### src/rtl/key_debounce_pkg.sv
// Shared types, defaults and sizing helper for the key_debounce input stage.
package key_pkg;

  typedef enum logic [1:0] {
    IDLE         = 2'd0,
    PRESS_WAIT   = 2'd1,
    PRESSED      = 2'd2,
    RELEASE_WAIT = 2'd3
  } key_state_t;

  localparam bit INV_BTN_DEF         = 1'b0;
  localparam int DEBOUNCE_CYCLES_DEF = 16;
  localparam int LONG_CYCLES_DEF     = 64;
  localparam bit RUN_EN_INIT_DEF     = 1'b1;

  // Bits needed to hold values 0..n, never less than one bit.
  function automatic int cnt_width(input int n);
    int w;
    w = $clog2(n + 1);
    return (w < 1) ? 1 : w;
  endfunction

endpackage

### src/rtl/key_debounce_if.sv
// Button-side bundle: raw key in, conditioned level/pulses/enable out, plus FSM state for observation.
// Handshake: none; key_i is a free-running asynchronous level, every output is a registered level or one-cycle strobe.
interface key_debounce_if;
  import key_pkg::*;

  logic       key_i;
  logic       key_level;
  logic       press_pulse;
  logic       release_pulse;
  logic       long_pulse;
  logic       run_en;
  key_state_t state;

  modport master (
    output key_i,
    input  key_level, press_pulse, release_pulse, long_pulse, run_en, state
  );

  modport slave (
    input  key_i,
    output key_level, press_pulse, release_pulse, long_pulse, run_en, state
  );
endinterface

### src/rtl/key_debounce_sync.sv
// Polarity normalisation and two-flop synchroniser for the raw button pin.
module key_sync #(
  parameter bit INV_BTN = 1'b0
) (
  input  logic clk,
  input  logic rst_n,
  input  logic key,
  output logic s
);
  logic ff1;

  always_ff @(posedge clk) begin
    if (!rst_n) begin
      ff1 <= 1'b0;
      s   <= 1'b0;
    end else begin
      ff1 <= key ^ INV_BTN;
      s   <= ff1;
    end
  end
endmodule

### src/rtl/key_debounce.sv
// Debounces a synchronised push-button, emits press/release/long-press strobes and a run_en toggle level.
module key_debounce
  import key_pkg::*;
#(
  parameter bit INV_BTN         = INV_BTN_DEF,
  parameter int DEBOUNCE_CYCLES = DEBOUNCE_CYCLES_DEF,
  parameter int LONG_CYCLES     = LONG_CYCLES_DEF,
  parameter bit RUN_EN_INIT     = RUN_EN_INIT_DEF
) (
  input logic           clk,
  input logic           rst_n,
  key_debounce_if.slave bus
);
  localparam int DW = cnt_width(DEBOUNCE_CYCLES);
  localparam int HW = cnt_width(LONG_CYCLES);
  localparam logic [DW-1:0] DEB_LAST  = DW'(DEBOUNCE_CYCLES - 1);
  localparam logic [HW-1:0] HOLD_LAST = HW'(LONG_CYCLES - 1);

  logic s;

  key_sync #(.INV_BTN(INV_BTN)) u_sync (
    .clk   (clk),
    .rst_n (rst_n),
    .key   (bus.key_i),
    .s     (s)
  );

  key_state_t    state, state_d;
  logic [DW-1:0] deb_cnt, deb_d;
  logic [HW-1:0] hold_cnt, hold_d;
  logic          long_flag, flag_d;
  logic          level_q, level_d;
  logic          press_q, press_d;
  logic          rel_q, rel_d;
  logic          long_q, long_d;
  logic          run_q, run_d;

  always_ff @(posedge clk) begin
    if (!rst_n) begin
      state     <= IDLE;
      deb_cnt   <= '0;
      hold_cnt  <= '0;
      long_flag <= 1'b0;
      level_q   <= 1'b0;
      press_q   <= 1'b0;
      rel_q     <= 1'b0;
      long_q    <= 1'b0;
      run_q     <= RUN_EN_INIT;
    end else begin
      state     <= state_d;
      deb_cnt   <= deb_d;
      hold_cnt  <= hold_d;
      long_flag <= flag_d;
      level_q   <= level_d;
      press_q   <= press_d;
      rel_q     <= rel_d;
      long_q    <= long_d;
      run_q     <= run_d;
    end
  end

  always_comb begin
    state_d = state;
    deb_d   = deb_cnt;
    hold_d  = hold_cnt;
    flag_d  = long_flag;
    level_d = level_q;
    press_d = 1'b0;
    rel_d   = 1'b0;
    long_d  = 1'b0;
    run_d   = run_q;
    case (state)
      IDLE: begin
        if (s) begin
          state_d = PRESS_WAIT;
          deb_d   = DW'(1);
        end
      end
      PRESS_WAIT: begin
        if (!s) begin
          state_d = IDLE;
          deb_d   = '0;
        end else if (deb_cnt == DEB_LAST) begin
          state_d = PRESSED;
          level_d = 1'b1;
          press_d = 1'b1;
          hold_d  = '0;
          flag_d  = 1'b0;
        end else begin
          deb_d = deb_cnt + 1'b1;
        end
      end
      PRESSED: begin
        if (!s) begin
          state_d = RELEASE_WAIT;
          deb_d   = DW'(1);
        end else if (LONG_CYCLES != 0 && !long_flag) begin
          // long_flag stops the count, so hold_cnt tops out at LONG_CYCLES.
          hold_d = hold_cnt + 1'b1;
          if (hold_cnt == HOLD_LAST) begin
            long_d = 1'b1;
            flag_d = 1'b1;
          end
        end
      end
      RELEASE_WAIT: begin
        if (s) begin
          state_d = PRESSED;
          deb_d   = '0;
        end else if (deb_cnt == DEB_LAST) begin
          state_d = IDLE;
          level_d = 1'b0;
          rel_d   = 1'b1;
          if (!long_flag) run_d = ~run_q;
        end else begin
          deb_d = deb_cnt + 1'b1;
        end
      end
      default: state_d = IDLE;
    endcase
  end

  assign bus.key_level     = level_q;
  assign bus.press_pulse   = press_q;
  assign bus.release_pulse = rel_q;
  assign bus.long_pulse    = long_q;
  assign bus.run_en        = run_q;
  assign bus.state         = state;
endmodule

### src/flat_wrapper.sv
// flat-port wrapper written by rule: the top's interface ports become plain ports
module key_debounce_flat import key_pkg::*;
#(
  parameter bit INV_BTN         = INV_BTN_DEF,
  parameter int DEBOUNCE_CYCLES = DEBOUNCE_CYCLES_DEF,
  parameter int LONG_CYCLES     = LONG_CYCLES_DEF,
  parameter bit RUN_EN_INIT     = RUN_EN_INIT_DEF
)
  (clk, rst_n, bus_key_i, bus_key_level, bus_press_pulse, bus_release_pulse, bus_long_pulse, bus_run_en, bus_state);
  key_debounce_if bus_i ();
  input logic clk;
  input logic rst_n;
  input wire logic [$bits(bus_i.key_i)-1:0] bus_key_i;
  output wire logic [$bits(bus_i.key_level)-1:0] bus_key_level;
  output wire logic [$bits(bus_i.press_pulse)-1:0] bus_press_pulse;
  output wire logic [$bits(bus_i.release_pulse)-1:0] bus_release_pulse;
  output wire logic [$bits(bus_i.long_pulse)-1:0] bus_long_pulse;
  output wire logic [$bits(bus_i.run_en)-1:0] bus_run_en;
  output wire logic [$bits(bus_i.state)-1:0] bus_state;
  assign bus_i.key_i = bus_key_i;
  assign bus_key_level = bus_i.key_level;
  assign bus_press_pulse = bus_i.press_pulse;
  assign bus_release_pulse = bus_i.release_pulse;
  assign bus_long_pulse = bus_i.long_pulse;
  assign bus_run_en = bus_i.run_en;
  assign bus_state = bus_i.state;
  key_debounce #(.INV_BTN(INV_BTN), .DEBOUNCE_CYCLES(DEBOUNCE_CYCLES), .LONG_CYCLES(LONG_CYCLES), .RUN_EN_INIT(RUN_EN_INIT)) u_core (.clk(clk), .rst_n(rst_n), .bus(bus_i));
endmodule
### config.mk
export PLATFORM = sky130hd
export DESIGN_NAME = key_debounce_flat
export DESIGN_NICKNAME = d
export VERILOG_FILES = /design/src/rtl/key_debounce_pkg.sv /design/src/rtl/key_debounce_if.sv /design/src/rtl/key_debounce_sync.sv /design/src/rtl/key_debounce.sv /design/src/flat_wrapper.sv
export SDC_FILE = /design/constraint.sdc
export NUM_CORES = 1
export LEC_CHECK = 0
export CAP_MARGIN = 10
export CORE_AREA = 8 8 55 57
export CTS_CLUSTER_DIAMETER = 150
export DETAILED_ROUTE_END_ITERATION = 8
export DIE_AREA = 0 0 63 65
export GPL_ROUTABILITY_DRIVEN = 0
export GPL_TIMING_DRIVEN = 0
export PLACE_DENSITY = 0.71
export SYNTH_ARGS = -nofsm -noshare
export SYNTH_HDL_FRONTEND = slang
export SYNTH_SLANG_ARGS = --single-unit
### constraint.sdc
create_clock -name clk -period 1.66 [get_ports clk]
set_input_delay 0.332 -clock clk [delete_from_list [all_inputs] [get_ports clk]]
set_output_delay 0.332 -clock clk [all_outputs]
set_load 0.02 [all_outputs]
Word-level counts from Yosys, hierarchy flattened
Cells that the tools add are included.
{"block": "totals", "inputBits": 3, "out_inout_bits": 7, "register_bits": 22, "elab_cells": 75}
{"block": "op_classes", "reduce_logical": 12, "eq_ne": 15, "mux": 29, "bitwise": 6, "n_addsub": 2}
{"cell": "7-bit 2-to-1 mux", "n": 4}
{"cell": "5-bit 2-to-1 mux", "n": 5}
{"cell": "5-bit case mux with 4 select lines", "n": 1}
{"cell": "7-bit case mux with 2 select lines", "n": 1}
{"cell": "2-bit 2-to-1 mux", "n": 6}
{"cell": "2-bit inequality test (second input constant)", "n": 6}
{"cell": "4-bit AND reduction", "n": 3}
{"cell": "5-bit AND reduction", "n": 2}
{"cell": "1-bit 2-to-1 mux", "n": 9}
{"cell": "2-bit case mux with 4 select lines", "n": 1}
{"cell": "7-bit by 1-bit adder with 7-bit output (second input constant)", "n": 1}
{"cell": "7-bit by 6-bit == test with 1-bit output (second input constant)", "n": 1}
{"cell": "3-bit by 2-bit inequality test with 1-bit output (second input constant)", "n": 2}
{"cell": "1-bit inverter", "n": 6}
{"cell": "5-bit by 1-bit adder with 5-bit output (second input constant)", "n": 1}
{"cell": "5-bit by 4-bit == test with 1-bit output (second input constant)", "n": 1}
{"cell": "2-bit == test (second input constant)", "n": 2}
{"cell": "2-bit by 1-bit inequality test with 1-bit output (second input constant)", "n": 2}
{"cell": "1-bit case mux with 2 select lines", "n": 2}
{"cell": "2-bit nonzero test", "n": 2}
{"cell": "4-bit OR reduction", "n": 1}
{"cell": "3-bit AND reduction", "n": 1}
{"cell": "3-bit OR reduction", "n": 1}
{"cell": "2-bit by 1-bit == test with 1-bit output (second input constant)", "n": 1}
{"cell": "other kinds (2)", "n": 2}

Longest topological paths before layout
{"block": "depth", "depth_word": 5, "ltp_mapped": 6, "ltp_nobuf": 5}

Cells and area by module
A second synthesis with hierarchy kept.
{"block": "unflattened", "hier_cells": 110, "area_unflattened_um2": 983.4}
{"module": "key_debounce", "area_per_inst_um2": 930.9, "cells_per_inst": 106, "instances": 1}
{"module": "key_sync", "area_per_inst_um2": 52.6, "cells_per_inst": 4, "instances": 1}

Worst setup path before layout
OpenSTA, ideal clock, no wires.
{"block": "synth_path", "kind": "register -> register", "startpoint": "reg u_core.deb_cnt[0]", "endpoint": "reg u_core.hold_cnt[5]", "t_arrival_ns": 1.588, "path_slack_ns": -0.001, "stages_incl_launch_ff": 6, "required_time_ns": 1.587, "path_cell_list": "dfxtp_1 -> ha_1 -> nand4b_4 -> o21a_1 -> or4_1 -> a21oi_1"}
{"block": "synth_via", "elab_chain_cells": 3}
{"item": "from (decl)", "line": "key_debounce.sv:29", "text": "logic [DW-1:0] deb_cnt, deb_d;"}
{"item": "from (signal assigned)", "line": "key_debounce.sv:41", "text": "deb_cnt <= '0;"}
{"item": "from (signal assigned)", "line": "key_debounce.sv:51", "text": "deb_cnt <= deb_d;"}
{"item": "5-bit by 4-bit == test with 1-bit output", "line": "key_debounce.sv:83", "text": "end else if (deb_cnt == DEB_LAST) begin"}
{"item": "2-bit by 1-bit inequality test with 1-bit output (no source line)"}
{"item": "5-bit AND reduction (no source line)"}
{"item": "to (signal assigned)", "line": "key_debounce.sv:52", "text": "hold_cnt <= hold_d;"}
{"item": "to (decl)", "line": "key_debounce.sv:30", "text": "logic [HW-1:0] hold_cnt, hold_d;"}
No other way between the ends.
A chain may end at the register's enable or synchronous reset.

Final worst setup path
{"block": "layout_path", "startpoint": "reg u_core.run_q, in the netlist u_core.bus.run_en", "endpoint": "out bus_run_en"}
{"item": "from (decl)", "line": "key_debounce.sv:36", "text": "logic run_q, run_d;"}
{"item": "from (signal assigned)", "line": "key_debounce.sv:58", "text": "run_q <= run_d;"}
{"item": "to (decl)", "line": "flat_wrapper.sv:18", "text": "output wire logic [$bits(bus_i.run_en)-1:0] bus_run_en;"}
No word-level cell between the ends.

==> results.json <==
{
  "port_buffers": 9,
  "coreArea_mm2": 0.00215,
  "cts.path.max_buffers": 2,
  "dr_total_vias": 853,
  "fmaxAchievable_mhz": 623,
  "cts_tree": "done",
  "yosysWarnings": 0,
  "grt_pass1_vias": 775,
  "maxSlewViolCount": 0,
  "p_leak_nw": 0.520,
  "regToRegSetupSlack_ns": 0.10,
  "powerDensity_mw_per_mm2": 707,
  "cp_num_buf_inv": 1,
  "grt.overflow.total": 0,
  "syn_area_mm2": 0.00100,
  "dp.cells": 148,
  "diodes": 0,
  "die-width_um": 63,
  "row_count": 17,
  "drt_pass1_iterations": 4,
  "avgViaCountPerCell": 5.47,
  "status": "finished, final reports clean",
  "cts-buffers-inserted": 3,
  "grt_max_degree": 13,
  "cts_root_buf": "clkbuf_4",
  "fin_crit_sh_pct": 96.7,
  "period_needed_ns": 1.60,
  "die-area_mm2": 0.00410,
  "drc": 0,
  "min_from": "u_core.u_sync.ff1$_SDFF_PN0_",
  "synth_cells": 111,
  "cts_max_level": 1,
  "grt_pass1_wl_um": 3420,
  "hold_ws_ns": 0.454,
  "r2r_start": "u_core.deb_cnt[1]$_SDFFE_PN0P_",
  "hold_viol": 0,
  "area_growth_pct": 26.8,
  "peakVddDrop_mv": 0.422,
  "finalNonFillerCells": 156,
  "syn_nets": 116,
  "antenna_found_initial": 0,
  "cap_violations": 0,
  "ys_types": 34,
  "ys_ff_latch": 22,
  "fin_skew_ns": 0.0123,
  "pin_count": 10,
  "initial_core_util_pct": 46.7,
  "cp_top_family": "buffers and inverters",
  "start_kind": "flip-flop",
  "slowest_delay_ns": 0.61,
  "critPathKind": "reg2out",
  "path_cells": "clkdlybuf4s50_1",
  "drive_above_1_share_pct": 19.5,
  "worstHoldPathCells": 1,
  "seqCellArea_um2": 449,
  "setup_viol": 0,
  "regToRegEndpoint": "u_core.hold_cnt[4]$_SDFFE_PN0P_",
  "worstMarginPinSlew_ns": 0.521,
  "multi_input_area_um2": 577,
  "holdPathEnd": "u_core.u_sync.s$_SDFF_PN0_",
  "fin_nets": 134,
  "hold_buffers": 0,
  "final_cell_mix": "19 x dfxtp_1, 9 x nand2_1, 7 x nor2_1, 7 x o21ai_0, 7 x clkdlybuf4s50_1",
  "cts.sinks": 22,
  "endpoint_kind": "output port",
  "required_ns": 1.33,
  "worst_path_max_delay_cell": "clkdlybuf4s50_1",
  "gr-usage-all-layers_pct": 10.1,
  "reg2reg_depth": 6,
  "drt_iter0_drc": 31,
  "clkTransAtPathRegs_ns": 0.11,
  "die_h_um": 65,
  "synth-seq-area-share_pct": 43.9,
  "syn_avg_cell_area_um2": 9.03,
  "mostFrequentLayoutCell": "dfxtp_1",
  "wl_per_cell_um": 12.7,
  "nFillCells": 189,
  "dp_hpwl_um": 1420,
  "relSlewSlack_pct": 65.0,
  "insertion_delay_ns": 0.31,
  "worstPathMaxFanout": 2,
  "ant_nets": 0,
  "hp-class": "reg2reg",
  "arrival_ns": 1.27,
  "drt_wl_total_um": 1990
}
## area by class of cell
type	count	area share (%)
multi-input combinational	80	45.4
sequential	22	35.3
timing repair buffer	13	9.55
buffer	5	2.95
clock buffer	4	2.85
tap	28	2.76
inverter	4	1.18
## worst max-delay path by stage
stage / startpoint / endpoint / depth (start not counted)
6_report: u_core.bus.run_en$_SDFFE_PN1P_ / bus_run_en / 1
5_1_grt: flip-flop / u_core.hold_cnt[4]$_SDFFE_PN0P_ / 6
4_1_cts: u_core.deb_cnt[0]$_SDFFE_PN0P_ / u_core.hold_cnt[5]$_SDFFE_PN0P_ / 5
3_5_place_dp: u_core.deb_cnt[0]$_SDFFE_PN0P_ / u_core.hold_cnt[4]$_SDFFE_PN0P_ / 6
3_3_place_gp: u_core.deb_cnt[0]$_SDFFE_PN0P_ / u_core.hold_cnt[5]$_SDFFE_PN0P_ / 5
2_1_floorplan: u_core.deb_cnt[0]$_SDFFE_PN0P_ / u_core.hold_cnt[5]$_SDFFE_PN0P_ / 5
## layer usage
layer / global-route usage, % / up-vias / wire length, um
li1: - / 431 / -
met1: 12.3 / 397 / 985
met2: 15.4 / 21 / 868
met3: 2.75 / 4 / 92
met4: 6.55 / 0 / 42
met5: 0 / - / 0
## state kept, by name, summed over array words and instances, names as in the netlist, named ones only
register	cells
u_core.hold_cnt	7
u_core.deb_cnt	5
u_core.bus.key_level	1
u_core.bus.long_pulse	1
u_core.bus.press_pulse	1
u_core.bus.release_pulse	1
u_core.bus.run_en	1
u_core.bus.state	1
u_core.long_flag	1
u_core.u_sync.ff1	1
u_core.u_sync.s	1
## cells in the mapped netlist (all sizes together)
cell type / n / share of area, %
nor2: 7 / 2.6
nor3: 1 / 0.50
o211ai: 1 / 0.75
nand3: 4 / 2.0
nand4bb: 1 / 1.1
nand4b: 2 / 3.2
xor2: 4 / 3.5
clkbuf: 3 / 1.2
dfxtp: 22 / 44
and2: 2 / 1.2
a211oi: 1 / 0.75
a21oi: 8 / 4.0
or3: 3 / 1.9
o31ai: 3 / 2.2
buf: 2 / 1.0
o21bai: 1 / 0.75
inv: 4 / 1.5
nand3b: 3 / 2.2
nor3b: 2 / 1.5
a41o: 1 / 1.0
and3b: 1 / 0.87
o21a: 3 / 2.2
o21ai: 8 / 4.0
and3: 3 / 1.9
a31o: 1 / 0.87
nand2: 9 / 3.4
nor4: 1 / 0.62
or2: 2 / 1.2
or4: 1 / 0.75
nand2b: 1 / 0.62
ha: 2 / 2.5
mux2i: 4 / 4.0
## logic make-up (layout without fill, tap and decap cells)
| kind of cell | count (synthesis) | in the layout | synth area share [%] |
|---|---|---|---|
| adders and majority gates | 2 | 2 | 2.50 |
| AOI/OAI and AO/OA | 27 | 27 | 16.6 |
| muxes | 4 | 4 | 4.00 |
| buffers and inverters | 9 | 26 | 3.74 |
| and+or+nand+nor | 43 | 43 | 25.7 |
| xor gates and xnor gates | 4 | 4 | 3.50 |
| DFF | 22 | 22 | 43.9 |
## timing repair
item                       CTS  global route
gates resized for setup      6            16
pin swaps                    1             4
buffers inserted             0             4
gates cloned                 0             0
setup endpoints to repair    7             9
## through the flow
stage | setup TNS (ns) | utilization, % | setup slack (ns) | area (um^2) | power, W
after floorplan | 0 | - | 0.0181 | 1000 | 0.000590
after global placement | -0.212 | 52.6 | -0.0774 | 1130 | 0.000612
after detailed placement | -0.380 | 52.6 | -0.122 | 1130 | 0.000614
after CTS | 0 | 55.0 | 0.00106 | 1180 | 0.000905
after global routing | -0.00228 | 59.2 | -0.00228 | 1270 | 0.000931
final | 0 | 59.2 | 0.0556 | 1270 | 0.000899
## worst reg2reg max path, delay by kind of cell (launching register included)
| kind | cells | cell delay, ns |
|---|---|---|
| flip-flops | 1 | 0.38 |
| AND/OR/NAND/NOR | 2 | 0.47 |
| AO/OA/AOI/OAI | 2 | 0.38 |
| adder cells (fa/ha/maj) | 1 | 0.16 |
| buffers and inverters | 1 | 0.14 |
## power breakdown
| group | internal, W | switching, W |
|---|---|---|
| combinational | 0.0000283 | 0.0000353 |
| sequential | 0.000535 | 0.00000667 |
| clock | 0.000134 | 0.000160 |
(Power assumes the default switching activity.)
